## config.mk

```make
export PLATFORM = sky130hd
export DESIGN_NAME = dem_decoder
export DESIGN_NICKNAME = d
export VERILOG_FILES = /design/src/rtl/dem_pkg.sv /design/src/rtl/dem_skid_fifo.sv /design/src/rtl/dem_decoder.sv
export SDC_FILE = /design/constraint.sdc
export NUM_CORES = 1
export LEC_CHECK = 0
export CORE_MARGIN = 2
export CORE_UTILIZATION = 35
export DETAILED_ROUTE_END_ITERATION = 16
export PLACE_DENSITY_LB_ADDON = 0.3
export SYNTH_ARGS = -nofsm -noshare
export SYNTH_HDL_FRONTEND = slang
export SYNTH_SLANG_ARGS = --single-unit
```

## constraint.sdc

```tcl
create_clock -name clk_i -period 4.5 [get_ports clk_i]
set_input_delay 0.9 -clock clk_i [delete_from_list [all_inputs] [get_ports clk_i]]
set_output_delay 0.9 -clock clk_i [all_outputs]
set_load 0.05 [all_outputs]
```

## src/rtl/dem_pkg.sv

```systemverilog
// rtl/dem_pkg.sv - shared constants, FSM state type and width helpers for the DEM decoder
package dem_pkg;

  localparam int SWITCH_WIDTH = 8;
  localparam int STATE_W      = 2;
  localparam int ERR_CNT_W    = 16;

  typedef enum logic [STATE_W-1:0] {
    IDLE  = 2'd0,
    TRACK = 2'd1,
    FAULT = 2'd2
  } dem_state_e;

  function automatic int cnt_width(input int window);
    return $clog2(window);
  endfunction

  // Wide enough to hold a full window of worst-case switching words
  function automatic int acc_width(input int window, input int sw);
    return $clog2(window) + sw;
  endfunction

endpackage

```

## src/rtl/dem_skid_fifo.sv

```systemverilog
// rtl/dem_skid_fifo.sv - 2-entry registered FIFO; s_tready = not full, m_tvalid = not empty
module dem_skid_fifo #(
  parameter int DATA_W = 9
) (
  input  logic              clk,
  input  logic              rst,
  input  logic [DATA_W-1:0] s_tdata,
  input  logic              s_tvalid,
  output logic              s_tready,
  output logic [DATA_W-1:0] m_tdata,
  output logic              m_tvalid,
  input  logic              m_tready
);

  logic [DATA_W-1:0] mem [2];
  logic              wr_ptr;
  logic              rd_ptr;
  logic [1:0]        count;
  logic              push;
  logic              pop;

  assign s_tready = (count != 2'd2);
  assign m_tvalid = (count != 2'd0);
  assign m_tdata  = mem[rd_ptr];
  assign push     = s_tvalid & s_tready;
  assign pop      = m_tvalid & m_tready;

  always_ff @(posedge clk or posedge rst) begin
    if (rst) begin
      mem[0] <= '0;
      mem[1] <= '0;
      wr_ptr <= 1'b0;
      rd_ptr <= 1'b0;
      count  <= 2'd0;
    end else begin
      if (push) begin
        mem[wr_ptr] <= s_tdata;
        wr_ptr      <= ~wr_ptr;
      end
      if (pop) begin
        rd_ptr <= ~rd_ptr;
      end
      case ({push, pop})
        2'b10:   count <= count + 2'd1;
        2'b01:   count <= count - 2'd1;
        default: count <= count;
      endcase
    end
  end

endmodule

```

## src/rtl/dem_decoder.sv

```systemverilog
// rtl/dem_decoder.sv - DEM decoder: branch sum, window balance monitor, output FIFO.
// Optional DEM_DEC_CHECK_EN adds err_cnt_o, counting words where x1 - x2 != s.
module dem_decoder #(
  parameter int SWITCH_WIDTH = dem_pkg::SWITCH_WIDTH,
  parameter int WINDOW       = 64,
  parameter int BAL_LIMIT    = 16
) (
  input  logic                    clk_i,
  input  logic                    reset_i,
  input  logic                    valid_i,
  output logic                    ready_o,
  input  logic [SWITCH_WIDTH-1:0] x_out1_i,
  input  logic [SWITCH_WIDTH-1:0] x_out2_i,
  input  logic [SWITCH_WIDTH-1:0] s_in_i,
  input  logic                    clear_i,
  output logic [SWITCH_WIDTH:0]   y_o,
  output logic                    valid_o,
  input  logic                    ready_i,
  output logic                    imbalance_o,
  output logic [1:0]              state_o
`ifdef DEM_DEC_CHECK_EN
  ,
  output logic [15:0]             err_cnt_o
`endif
);
  import dem_pkg::*;

  localparam int YW    = SWITCH_WIDTH + 1;
  localparam int CNT_W = cnt_width(WINDOW);
  localparam int ACC_W = acc_width(WINDOW, SWITCH_WIDTH);

  logic              accept;
  logic [YW-1:0]     x1_ext;
  logic [YW-1:0]     x2_ext;
  logic [YW-1:0]     sum;
  logic [ACC_W-1:0]  s_ext;
  logic [ACC_W-1:0]  acc;
  logic [ACC_W-1:0]  acc_sum;
  logic signed [ACC_W:0] acc_wide;
  logic [ACC_W:0]    acc_abs;
  logic [CNT_W-1:0]  count;
  logic              window_end;
  logic              over_limit;
  dem_state_e        state;
  dem_state_e        state_next;

  assign accept = valid_i & ready_o;
  assign x1_ext = {x_out1_i[SWITCH_WIDTH-1], x_out1_i};
  assign x2_ext = {x_out2_i[SWITCH_WIDTH-1], x_out2_i};
  assign sum    = x1_ext + x2_ext;

  dem_skid_fifo #(
    .DATA_W(YW)
  ) u_fifo (
    .clk     (clk_i),
    .rst     (reset_i),
    .s_tdata (sum),
    .s_tvalid(valid_i),
    .s_tready(ready_o),
    .m_tdata (y_o),
    .m_tvalid(valid_o),
    .m_tready(ready_i)
  );

  // The check sees the sum including the word that closes the window
  assign s_ext      = {{(ACC_W-SWITCH_WIDTH){s_in_i[SWITCH_WIDTH-1]}}, s_in_i};
  assign acc_sum    = acc + s_ext;
  assign acc_wide   = {acc_sum[ACC_W-1], acc_sum};
  assign acc_abs    = acc_wide[ACC_W] ? -acc_wide : acc_wide;
  assign over_limit = acc_abs > (ACC_W+1)'(BAL_LIMIT);
  assign window_end = accept && (count == CNT_W'(WINDOW-1));

  always_ff @(posedge clk_i or posedge reset_i) begin
    if (reset_i) begin
      acc   <= '0;
      count <= '0;
    end else if (clear_i) begin
      acc   <= '0;
      count <= '0;
    end else if (accept) begin
      if (window_end) begin
        acc   <= '0;
        count <= '0;
      end else begin
        acc   <= acc_sum;
        count <= count + CNT_W'(1);
      end
    end
  end

  always_ff @(posedge clk_i or posedge reset_i) begin
    if (reset_i) begin
      state <= IDLE;
    end else begin
      state <= state_next;
    end
  end

  always_comb begin
    state_next = state;
    case (state)
      IDLE:    if (accept) state_next = TRACK;
      TRACK:   if (window_end && over_limit) state_next = FAULT;
      FAULT:   state_next = FAULT;
      default: state_next = IDLE;
    endcase
    if (clear_i) begin
      state_next = IDLE;
    end
  end

  assign imbalance_o = (state == FAULT);
  assign state_o     = state;

`ifdef DEM_DEC_CHECK_EN
  logic [YW-1:0] diff;
  logic [YW-1:0] s_chk;
  logic          mismatch;

  assign diff     = x1_ext - x2_ext;
  assign s_chk    = {s_in_i[SWITCH_WIDTH-1], s_in_i};
  assign mismatch = (diff != s_chk);

  always_ff @(posedge clk_i or posedge reset_i) begin
    if (reset_i) begin
      err_cnt_o <= '0;
    end else if (clear_i) begin
      err_cnt_o <= '0;
    end else if (accept && mismatch && (err_cnt_o != {ERR_CNT_W{1'b1}})) begin
      err_cnt_o <= err_cnt_o + 16'd1;
    end
  end
`endif

endmodule

```

[Yosys cells after proc, flatten, opt, wreduce, memory -nomap -nowiden]
Cells that the tools add are included.
Word-level totals
  bits in registers: 44
  output and inout bits: 14
  logic and storage cells: 58
Operators by class
  $add $sub $neg: 6
  order comparisons: 4
  eq/ne operators: 8
  mux-type cells: 18
  bitwise logic cells: 6
  reductions and logical operators: 8
Operators by type and width (count)
  $mux W14: 3
  $mux W9: 4
  $bwmux W18: 1
  $mux W6: 3
  $gt A15 B5 Y1 const B: 1
  $mux W15: 1
  $neg A14 Y15: 1
  $add A14 B14 Y14: 1
  $add A8 B8 Y9: 1
  $demux W9 S1: 1
  $add A6 B1 Y6 const B: 1
  $eq A6 B6 Y1 const B: 1
  $mux W2: 3
  $ne A3 B3 Y1 const B: 2
  $pmux W2 S3: 1
  $reduce_bool A2 Y1: 3
  $eq A2 B1 Y1 const B: 2
  $eq A2 B2 Y1 const B: 2
  $ge A2 B2 Y1 const B: 2
  $not A1 Y2: 2
  $pmux W2 S2: 1
  $logic_and A1 B1 Y1: 3
  $add A2 B1 Y2 const B: 1
  $and A1 B1 Y1: 2
  6 further kinds: 7

[Depth between registers and ports, before layout]
Gate-level depths: netlist of the first run.
  word-level depth: 8
  mapped depth: 12

[By module]
Synthesis of the first run repeated with hierarchy kept, for this count alone.
Second synthesis, totals
  cell total of the unflattened synthesis: 295
  area, all modules: 3064.2 µm²
By module, submodules not included
  dem_decoder: instances 1, cells an instance 230, area an instance 2039.5 µm², seq. area each 550.5 µm²
  dem_skid_fifo: instances 1, cells an instance 65, area an instance 1024.7 µm², seq. area each 550.5 µm²

[Worst setup path before layout of the first run]
No wires, ideal clock.
  kind: in2reg
  from: input port s_in_i[0]
  to: register state[0], in the netlist state_o[0]
  arrival time: 3140 ps
  path slack: 1228 ps
  stages: 12
  buffers on the path: 0
  path through: ha_1 > inv_1 > fa_1 > nand2b_1 > a21oi_1 > o21a_1 > nor2_1 > xnor2_1 > or4b_1 > nor4_2 > a211oi_2 > mux2i_1
On the way
  cells in the longest elaborated chain, start to end: 7
Ends and longest elaborated chain
  start: declaration: RTL line dem_decoder.sv:14  | input logic [SWITCH_WIDTH-1:0] s_in_i,
  $add A14 B14 Y14 *: RTL line dem_decoder.sv:67  | assign acc_sum = acc + s_ext;
  $neg A14 Y15: RTL line dem_decoder.sv:69  | assign acc_abs = acc_wide[ACC_W] ? -acc_wide : acc_wide;
  $mux W15 *: RTL line dem_decoder.sv:69
  $gt A15 B5 Y1 *: RTL line dem_decoder.sv:70  | assign over_limit = acc_abs > (ACC_W+1)'(BAL_LIMIT);
  $logic_and A1 B1 Y1 *: RTL line dem_decoder.sv:103  | TRACK: if (window_end && over_limit) state_next = FAULT;
  $ne A3 B3 Y1 (no line) *
  $reduce_and A2 Y1 (no line) *
  end signal: assignment: RTL line dem_decoder.sv:95  | state <= state_next;
  end: declaration: RTL line dem_decoder.sv:44  | dem_state_e state;
Every way passes the cells marked *; elsewhere a longest branch is shown, timed or not.
A chain may end at the register's enable or synchronous reset.

[Worst setup path after layout of the first run]
  from: input port s_in_i[0]
  to: register state[1], in the netlist state_o[1]
The elaborated chain is that of the path after synthesis.

==> reports/qor.yml, run 1 <==
hold_viol_final: 0
worstMarginPinSlew_ns: 0.793
die_y_um: 96.6
postCtsSetupRepairBufs: 0
gp_congestion: 0.849
grt_pass1_wl_um: 10700
first_iter_violations: 79
routed_wl_um: 6100
status: "finished clean"
worst_slack_ns: 0.812
syn_area_mm2: 0.00300
diodes: 0
max_cap_violations: 0
htree_num_levels: 2
initial_core_util_pct: 36.3
yosysTopAreaCell: "dfrtp_1"
cts_root_buf: "clkbuf_8"
finalNonFillerCells: 455
core-area_mm2: 0.00826
syn_to_final_growth_pct: 21.0
r2r_setup_slack_ns: 1.51
worstPathMaxFanout: 3
port_buffers: 42
synth_top_area_share_pct: 36.7
cts_hold_buffers: 0
period_minus_slack_ns: 3.69
leakage_nw: 1.61
p_per_area_mw_per_mm2: 599
grt_start_max_net_pins: 45
drtPass1Iterations: 4
setup_tns_ns: 0
grt_use_total_pct: 14.5
wl_per_cell_um: 13.4
drcViolationCount: 0
drive_gt1_share_pct: 12.6
cp.required_ns: 4.67
ys_top_cells_by_area: "dfrtp_1, ha_1, mux2_2, xnor2_1, o21ai_0"
n_fill_cell: 828
cts_tree: "built"
dp.cells: 447
rsz0062_at_grt: "false"
clk_latency_ns: 0.29
synth_edf_count: 0
synth_warnings: 0
cts_resized: 0
hold_path_class: "reg2reg"
max_freq_mhz: 271
nets: 407
ant_nets: 0
grt_overflow_total: 0
maxSlewViolCount: 0
path_class: "in2reg"
irDropWorstVdd_uv: 444
synthCells: 304
avgSynthCellArea_um2: 9.87
chipWidth_um: 96.6
final_min_period_over_clock_period_pct: 81.9
clock_skew_ns: 0.00722
die_area_mm2: 0.00933
end_kind: "flop"
ys_types: 50
cts_buffers: 5
routed_via_density: 5.04
setup_viol: 0
clock-sinks: 44
ys_seq_elements: 44
clockBufferDepth: 2
clk_pin_slew_ns: 0.08
seqCellArea_mm2: 0.00110
vias: 2295
pre_cts_ws_ns: 0.537
yosysSeqAreaShare_pct: 36.7
grt_pass1_vias: 2337
rows: 33
netlist_top_cells_count: "dfrtp_1, ha_1, nand2_1, o21ai_0, inv_1"
synthFlopType: "dfrtp_1"
hpwl_um: 4640
start_kind: "input port"
antenna_found_initial: 0
critical_path_arrival_ns: 3.86
synth_nets: 362
slew_headroom_pct: 46.9
fin_util_pct: 43.9
yosys.cell_count.top_type: "dfrtp_1"
multi_input_comb_area_mm2: 0.00178
async_flop_share_pct: 100
ios: 43
## state kept, by name, indices dropped and copies added, names as in the netlist
| register | cells |
|---|---|
| acc | 14 |
| count | 6 |
| state_o | 2 |
| u_fifo.count | 2 |
| u_fifo.mem | 18 |
| u_fifo.rd_ptr | 1 |
| u_fifo.wr_ptr | 1 |
## per-stage QoR
stage,cell area (um^2),total power [W],hold WS [ns]
2_1_floorplan,3000,0.00159,0.444
3_3_place_gp,3540,0.00192,0.462
3_5_place_dp,3540,0.00193,0.472
4_1_cts,3630,0.00219,0.496
5_1_grt,3630,0.00235,0.527
6_report,3630,0.00217,0.491
## placed cells by master, fill, tap and decap left out, types with 3 or more instances in the layout
cell type / n
xnor2_1: 15
nand4_1: 4
a21oi_1: 16
a21o_1: 6
xor2_1: 9
clkbuf_8: 5
nor2_1: 16
nand3_1: 6
a22o_1: 7
ha_1: 27
mux2i_1: 3
dfrtp_1: 44
inv_1: 21
and2_1: 4
mux2_2: 20
nand2_1: 24
nand2b_1: 8
or2_2: 3
clkdlybuf4s50_1: 42
o21ai_0: 24
## path summary, 6_finish.rpt
check	startpoint	end	depth (start not counted)
setup / recovery	s_in_i[0]	state_o[1]	13
setup reg to reg	acc[0]	state_o[1]	12
max in group asynchronous	reset_i	acc[9]	3
hold reg to reg	count[5]	count[5]	1
min in group asynchronous	reset_i	count[4]	3
hold / removal	count[5]	count[5]	1
## critical path: stages
cell and delay [ns]:
clkdlybuf4s50_1 0.46, ha_1 0.18, inv_1 0.06, fa_1 0.39
nand2b_1 0.18, a21oi_1 0.28, o21a_1 0.19, nor2_1 0.06
xnor2_1 0.15, or4b_1 0.53, nor4_2 0.21, a211oi_2 0.14
mux2i_1 0.13
## report_power, final
part           switching [W]  leakage [nW]  internal [W]
Combinational       0.000740          1.01      0.000531
Clock               0.000140        0.0404      0.000110
Sequential          0.000108         0.558      0.000544
## logic make-up (layout without fill, tap and decap cells)
group	Yosys count	in the layout	share of synthesized area, %
compound gates	75	75	17.1
xor+xnor	24	24	7.01
fa+ha+maj	29	29	12.6
buf+inv	29	75	3.88
flops	44	44	36.7
mux	23	23	8.51
simple gates	80	80	14.2
## per-layer routing
| layer | GRT usage, % | share of wire, % |
|---|---|---|
| met1 | 19.5 | 47 |
| met2 | 24.2 | 49 |
| met5 | 0 | 0 |
| met4 | 2.46 | 0.44 |
| met3 | 3.26 | 3.5 |
## cell type report
type                       instances  area share (%)
clock buffer                       5            1.90
clock inverter                     3           0.655
inverter                          23            2.38
multi-input combinational        231            49.1
sequential                        44            30.3
tap                              105            3.62
timing repair buffer              44            12.0
Note: power is estimated with default switching activity, not from simulation.
==> run 2: changes to the inputs <==
==> constraint.sdc (replaced) <==
create_clock -name clk_i -period 3.83 [get_ports clk_i]
set_input_delay 0.766 -clock clk_i [delete_from_list [all_inputs] [get_ports clk_i]]
set_output_delay 0.766 -clock clk_i [all_outputs]
set_load 0.05 [all_outputs]
==> reports/qor.yml, run 2 (synthesis results as in run 1) <==
status: "finished clean"
cts_resized: 0  # unchanged
start_kind: "input port"
vias: 2328  # +1.4%
worstPathMaxFanout: 3  # unchanged
grt_start_max_net_pins: 35  # -22%
postCtsSetupRepairBufs: 0  # unchanged
max_cap_violations: 0  # unchanged
grt_pass1_wl_um: 10900  # +2.1%
leakage_nw: 1.64  # +2.2%
largest_register_ffs: 18  # unchanged
drtPass1Iterations: 4  # unchanged
first_iter_violations: 64  # -19%
routed_wl_um: 6230  # +2.2%
routed_via_density: 5.07  # +0.55%
drive_gt1_share_pct: 13.3  # +0.71 points
period_minus_slack_ns: 3.47
initial_core_util_pct: 36.3  # unchanged
grt_pass1_vias: 2340  # +0.13%
rsz0062_at_grt: "false"
hpwl_um: 4830  # +4.3%
ios: 43  # unchanged
ant_nets: 0  # unchanged
setup_viol: 0  # unchanged
irDropWorstVdd_uv: 463  # +4.2%
syn_to_final_growth_pct: 22.5
nets: 411  # +0.98%
core-area_mm2: 0.00826  # unchanged
die_area_mm2: 0.00933  # unchanged
diodes: 0  # unchanged
wl_per_cell_um: 13.6  # +1.3%
worstMarginPinSlew_ns: 0.750  # -0.0434 ns
clk_pin_slew_ns: 0.08  # about the same
chipWidth_um: 96.6  # unchanged
fin_util_pct: 44.5  # +0.55 points
cts_buffers: 5  # unchanged
clock-sinks: 44  # unchanged
clockBufferDepth: 2  # unchanged
layout_common_cells: "dfrtp_1, clkdlybuf4s50_1, ha_1, o21ai_0, nand2_1"
cts_hold_buffers: 0  # unchanged
die_y_um: 96.6  # unchanged
drcViolationCount: 0  # unchanged
max_freq_mhz: 288
rows: 33  # unchanged
path_class: "in2reg"
port_buffers: 42  # unchanged
slew_headroom_pct: 49.8  # +2.9 points
cts_root_buf: "clkbuf_8"
p_per_area_mw_per_mm2: 717  # +20%
top_register: "u_fifo.mem"
antenna_found_initial: 0  # unchanged
htree_num_levels: 2  # unchanged
end_kind: "flop"
clk_latency_ns: 0.30  # about the same
gp_congestion: 0.824  # -2.9%
final_min_period_over_clock_period_pct: 90.7
final_common_cell: "dfrtp_1"
critical_path_arrival_ns: 3.64  # -0.22 ns
hold_path_class: "reg2reg"
maxSlewViolCount: 0  # unchanged
reg_top3: "u_fifo.mem x18, acc x14, count x6"
grt_use_total_pct: 14.8  # +0.33 points
grt_overflow_total: 0  # unchanged
setup_tns_ns: 0  # unchanged
clock_skew_ns: 0.00942  # +0.00220 ns
hold_viol_final: 0  # unchanged
cp.required_ns: 4.00  # -0.67 ns
cts_tree: "built"
==> run 2: power breakdown <==
part	switching [W]	internal (W)
Combinational	0.000878	0.000639
Sequential	0.000126	0.000639
Clock	0.000158	0.000194
Total	0.00116	0.00147
==> run 2: path summary, 6_finish.rpt <==
kind                            cells after the start  slack [ns]             end     startpoint
worst max register to register                     12        0.93      state_o[0]         acc[0]
worst max-delay path                               13        0.36      state_o[0]      s_in_i[0]
worst min register to register                      2        0.48   u_fifo.mem[1]  u_fifo.mem[1]
min in group asynchronous                           2        0.72  u_fifo.mem[16]        reset_i
worst min-delay path                                2        0.48   u_fifo.mem[1]  u_fifo.mem[1]
max in group asynchronous                           3        2.37      state_o[1]        reset_i
==> run 2: worst max-delay path: stages <==
cell and delay, ns:
clkdlybuf4s50_1 0.46, ha_1 0.18, inv_1 0.06, fa_1 0.39, nand2b_1 0.18, a21oi_1 0.16
xor2_1 0.28, nand4_1 0.14, or3b_1 0.36, nor4b_1 0.22, and4_1 0.24, a211oi_2 0.07
mux2i_1 0.13
==> run 2: final cells by class <==
type                    instances  area (um^2)
repair buffers                 48          465
multi-input cells             231         1780
well taps                     105          131
flip-flops and latches         44         1100
inverters                      23         86.3
clock inverters                 2         35.0
clock buffers                   6         72.6
fillers                       830         4580
==> run 2: per-stage QoR <==
stage / power [W] / setup WS [ns] / instance area (um^2) / hold slack [ns] / cells
floorplan: 0.00187 / 0.692 / 3000 / 0.444 / 304
global placement: 0.00228 / 0.0910 / 3570 / 0.459 / 451
detailed placement: 0.00230 / 0.0396 / 3570 / 0.470 / 451
CTS: 0.00266 / 0.359 / 3670 / 0.489 / 459
global route: 0.00284 / 0.146 / 3670 / 0.518 / 459
finish: 0.00263 / 0.356 / 3670 / 0.482 / 459
==> run 2: metal layers <==
layer | global-route usage, % | up-vias | routed length (um)
li1 | - | 1171 | -
met1 | 19.3 | 1118 | 2980
met2 | 25.3 | 34 | 2970
met3 | 3.34 | 5 | 231
met4 | 2.82 | 0 | 48
met5 | 0 | - | 0
==> run 3: changes to the inputs <==
--- a/config.mk
+++ b/config.mk
@@ -6,8 +6,9 @@
 export NUM_CORES = 1
 export LEC_CHECK = 0
 export CORE_MARGIN = 2
-export CORE_UTILIZATION = 35
+export CORE_UTILIZATION = 55
 export DETAILED_ROUTE_END_ITERATION = 16
+export GPL_TIMING_DRIVEN = 0
 export PLACE_DENSITY_LB_ADDON = 0.3
 export SYNTH_ARGS = -nofsm -noshare
 export SYNTH_HDL_FRONTEND = slang
==> reports/qor.yml, run 3 (synthesis results as in run 1) <==
path_class: "in2reg"
hold_viol_final: 0  # unchanged
hold_ws_ns: 0.490  # +0.00825 ns
max_cap_violations: 0  # unchanged
switching_power_w: 0.00118  # +1.8%
final_min_period_over_clock_period_pct: 95.3  # +4.6 points
clock_skew_ns: 0.00655  # -0.00287 ns
vias: 2427  # +4.3%
nets: 411  # unchanged
slew_headroom_pct: 43.0  # -6.8 points
irDropWorstVdd_uv: 612  # +32%
switching_share_pct: 45.6  # +1.4 points
period_minus_slack_ns: 3.65  # +0.175 ns
critical_path_arrival_ns: 3.82  # +0.18 ns
worst_slack_ns: 0.181  # -0.175 ns
grt_start_max_net_pins: 37  # +5.7%
worstMarginPinSlew_ns: 0.852  # +0.102 ns
pre_cts_ws_ns: -0.118  # -0.158 ns
antenna_found_initial: 0  # unchanged
hold_depth: 2  # unchanged
endpoint: "state_o[0]"
cts_tree: "built"
final_common_cell: "dfrtp_1"
cts_hold_buffers: 0  # unchanged
die_y_um: 77.8  # -19%
clk_pin_slew_ns: 0.09  # about the same
chipWidth_um: 77.8  # -19%
seqPwrFrac_pct: 28.6  # -0.4 points
initial_core_util_pct: 58.0  # +22 points
routed_wl_um: 6390  # +2.5%
maxSlewViolCount: 0  # unchanged
largest_register_ffs: 18  # unchanged
end_kind: "flop"
leakage_nw: 1.62  # -1.3%
cts_root_buf: "clkbuf_8"
r2r_end: "state_o[0]"
postCtsSetupRepairBufs: 0  # unchanged
clock-sinks: 44  # unchanged
drcViolationCount: 0  # unchanged
first_iter_violations: 75  # +17%
clk_latency_ns: 0.30  # about the same
reg_top3: "u_fifo.mem x18, acc x14, count x6"
grt_pass1_wl_um: 11000  # +0.70%
rows: 26  # -21%
setup_viol: 0  # unchanged
max_freq_mhz: 274  # -4.8%
worstPathMaxFanout: 3  # unchanged
startpoint: "s_in_i[0]"
cts_resized: 0  # unchanged
ant_nets: 0  # unchanged
wl_per_cell_um: 15.1  # +11%
cts_buffers: 5  # unchanged
p_int_w: 0.00141  # -3.9%
start_kind: "input port"
gp_congestion: 0.889  # +7.9%
ios: 43  # unchanged
rsz0062_at_grt: "false"
r2r_setup_slack_ns: 0.76  # -0.17 ns
grt_overflow_total: 0  # unchanged
cp.required_ns: 4.01  # about the same
routed_via_density: 5.72  # +13%
drive_gt1_share_pct: 12.7  # -0.56 points
diodes: 0  # unchanged
drtPass1Iterations: 4  # unchanged
r2r_cells: 12  # unchanged
syn_to_final_growth_pct: 20.5
p_clk_share_pct: 12.0  # -1.4 points
layout_common_cells: "dfrtp_1, clkdlybuf4s50_1, ha_1, o21ai_0, nand2_1"
status: "finished clean"
clockBufferDepth: 2  # unchanged
p_per_area_mw_per_mm2: 719  # +0.25%
grt_use_total_pct: 22.4  # +7.6 points
grt_pass1_vias: 2477  # +5.9%
port_buffers: 41  # -2.4%
die_area_mm2: 0.00606  # -35%
hold_path_class: "reg2reg"
htree_num_levels: 2  # unchanged
top_register: "u_fifo.mem"
core-area_mm2: 0.00517  # -37%
regToRegStartpoint: "acc[0]"
p_comb_share_pct: 59.4  # +1.8 points
hpwl_um: 4900  # +1.4%
-- run 3: changes by cell type in the layout (fill, tap and decap cells not counted), sizes merged --
cell,change
clkbuf,+5
inv,+1
bufinv,-1
clkdlybuf4s50,-1
clkinv,-2
clkinvlp,+2
buf,-4
-- run 3: power groups by stage --
stage	sequential, W	clock [W]	combinational, W
final	0.000743	0.000312	0.00154
after global routing	0.000767	0.000337	0.00167
after CTS	0.000744	0.000315	0.00155
after detailed placement	0.000753	0	0.00153
after global placement	0.000741	0	0.00149
after floorplan	0.000750	0	0.00112
-- run 3: worst min-delay path by stage --
| stage | slack, ns | startpoint | endpoint |
|---|---|---|---|
| after floorplan | 0.44 | u_fifo.mem[1] | u_fifo.mem[1] |
| after global placement | 0.46 | u_fifo.mem[8] | u_fifo.mem[8] |
| after detailed placement | 0.47 | u_fifo.mem[2] | u_fifo.mem[2] |
| after CTS | 0.49 | u_fifo.mem[2] | u_fifo.mem[2] |
| after global routing | 0.51 | count[5] | count[5] |
| final | 0.49 | u_fifo.mem[2] | u_fifo.mem[2] |
-- run 3: cell type report --
cell class                      count  area [um^2]
Tap cell                           70         87.6
Sequential cell                    44         1100
Multi-Input combinational cell    231         1780
Clock buffer                        6         82.6
Fill cell                         408         1560
Clock inverter                      2         15.0
Buffer                              6         30.0
Inverter                           23         86.3
Timing Repair Buffer               42          430
-- run 3: layer usage --
layer | up-vias | track usage, % | wire (um)
met1 | 1188 | 30.1 | 3010
met2 | 49 | 36.6 | 3080
met3 | 8 | 4.88 | 245
met5 | - | 0 | 0
li1 | 1182 | - | -
met4 | 0 | 6.25 | 55
-- run 3: worst max-delay path, cell delays in order --
cell	delay [ns]
clkdlybuf4s50_1	0.46
ha_1	0.20
inv_1	0.07
fa_1	0.41
nand2b_1	0.18
a21oi_1	0.27
o21a_1	0.21
nor2_1	0.07
xnor2_1	0.15
or4b_1	0.52
nor4_2	0.20
a211oi_2	0.15
mux2i_1	0.14
-- run 3: through the flow --
stage	cell area (um^2)	TNS [ns]	power [W]	util, %	std cells
after floorplan	3000	0	0.00187	-	304
after global placement	3500	-0.140	0.00224	67.6	415
after detailed placement	3520	-0.236	0.00228	68.0	416
after CTS	3610	0	0.00260	69.9	424
after global routing	3610	0	0.00277	69.9	424
final	3610	0	0.00260	69.9	424
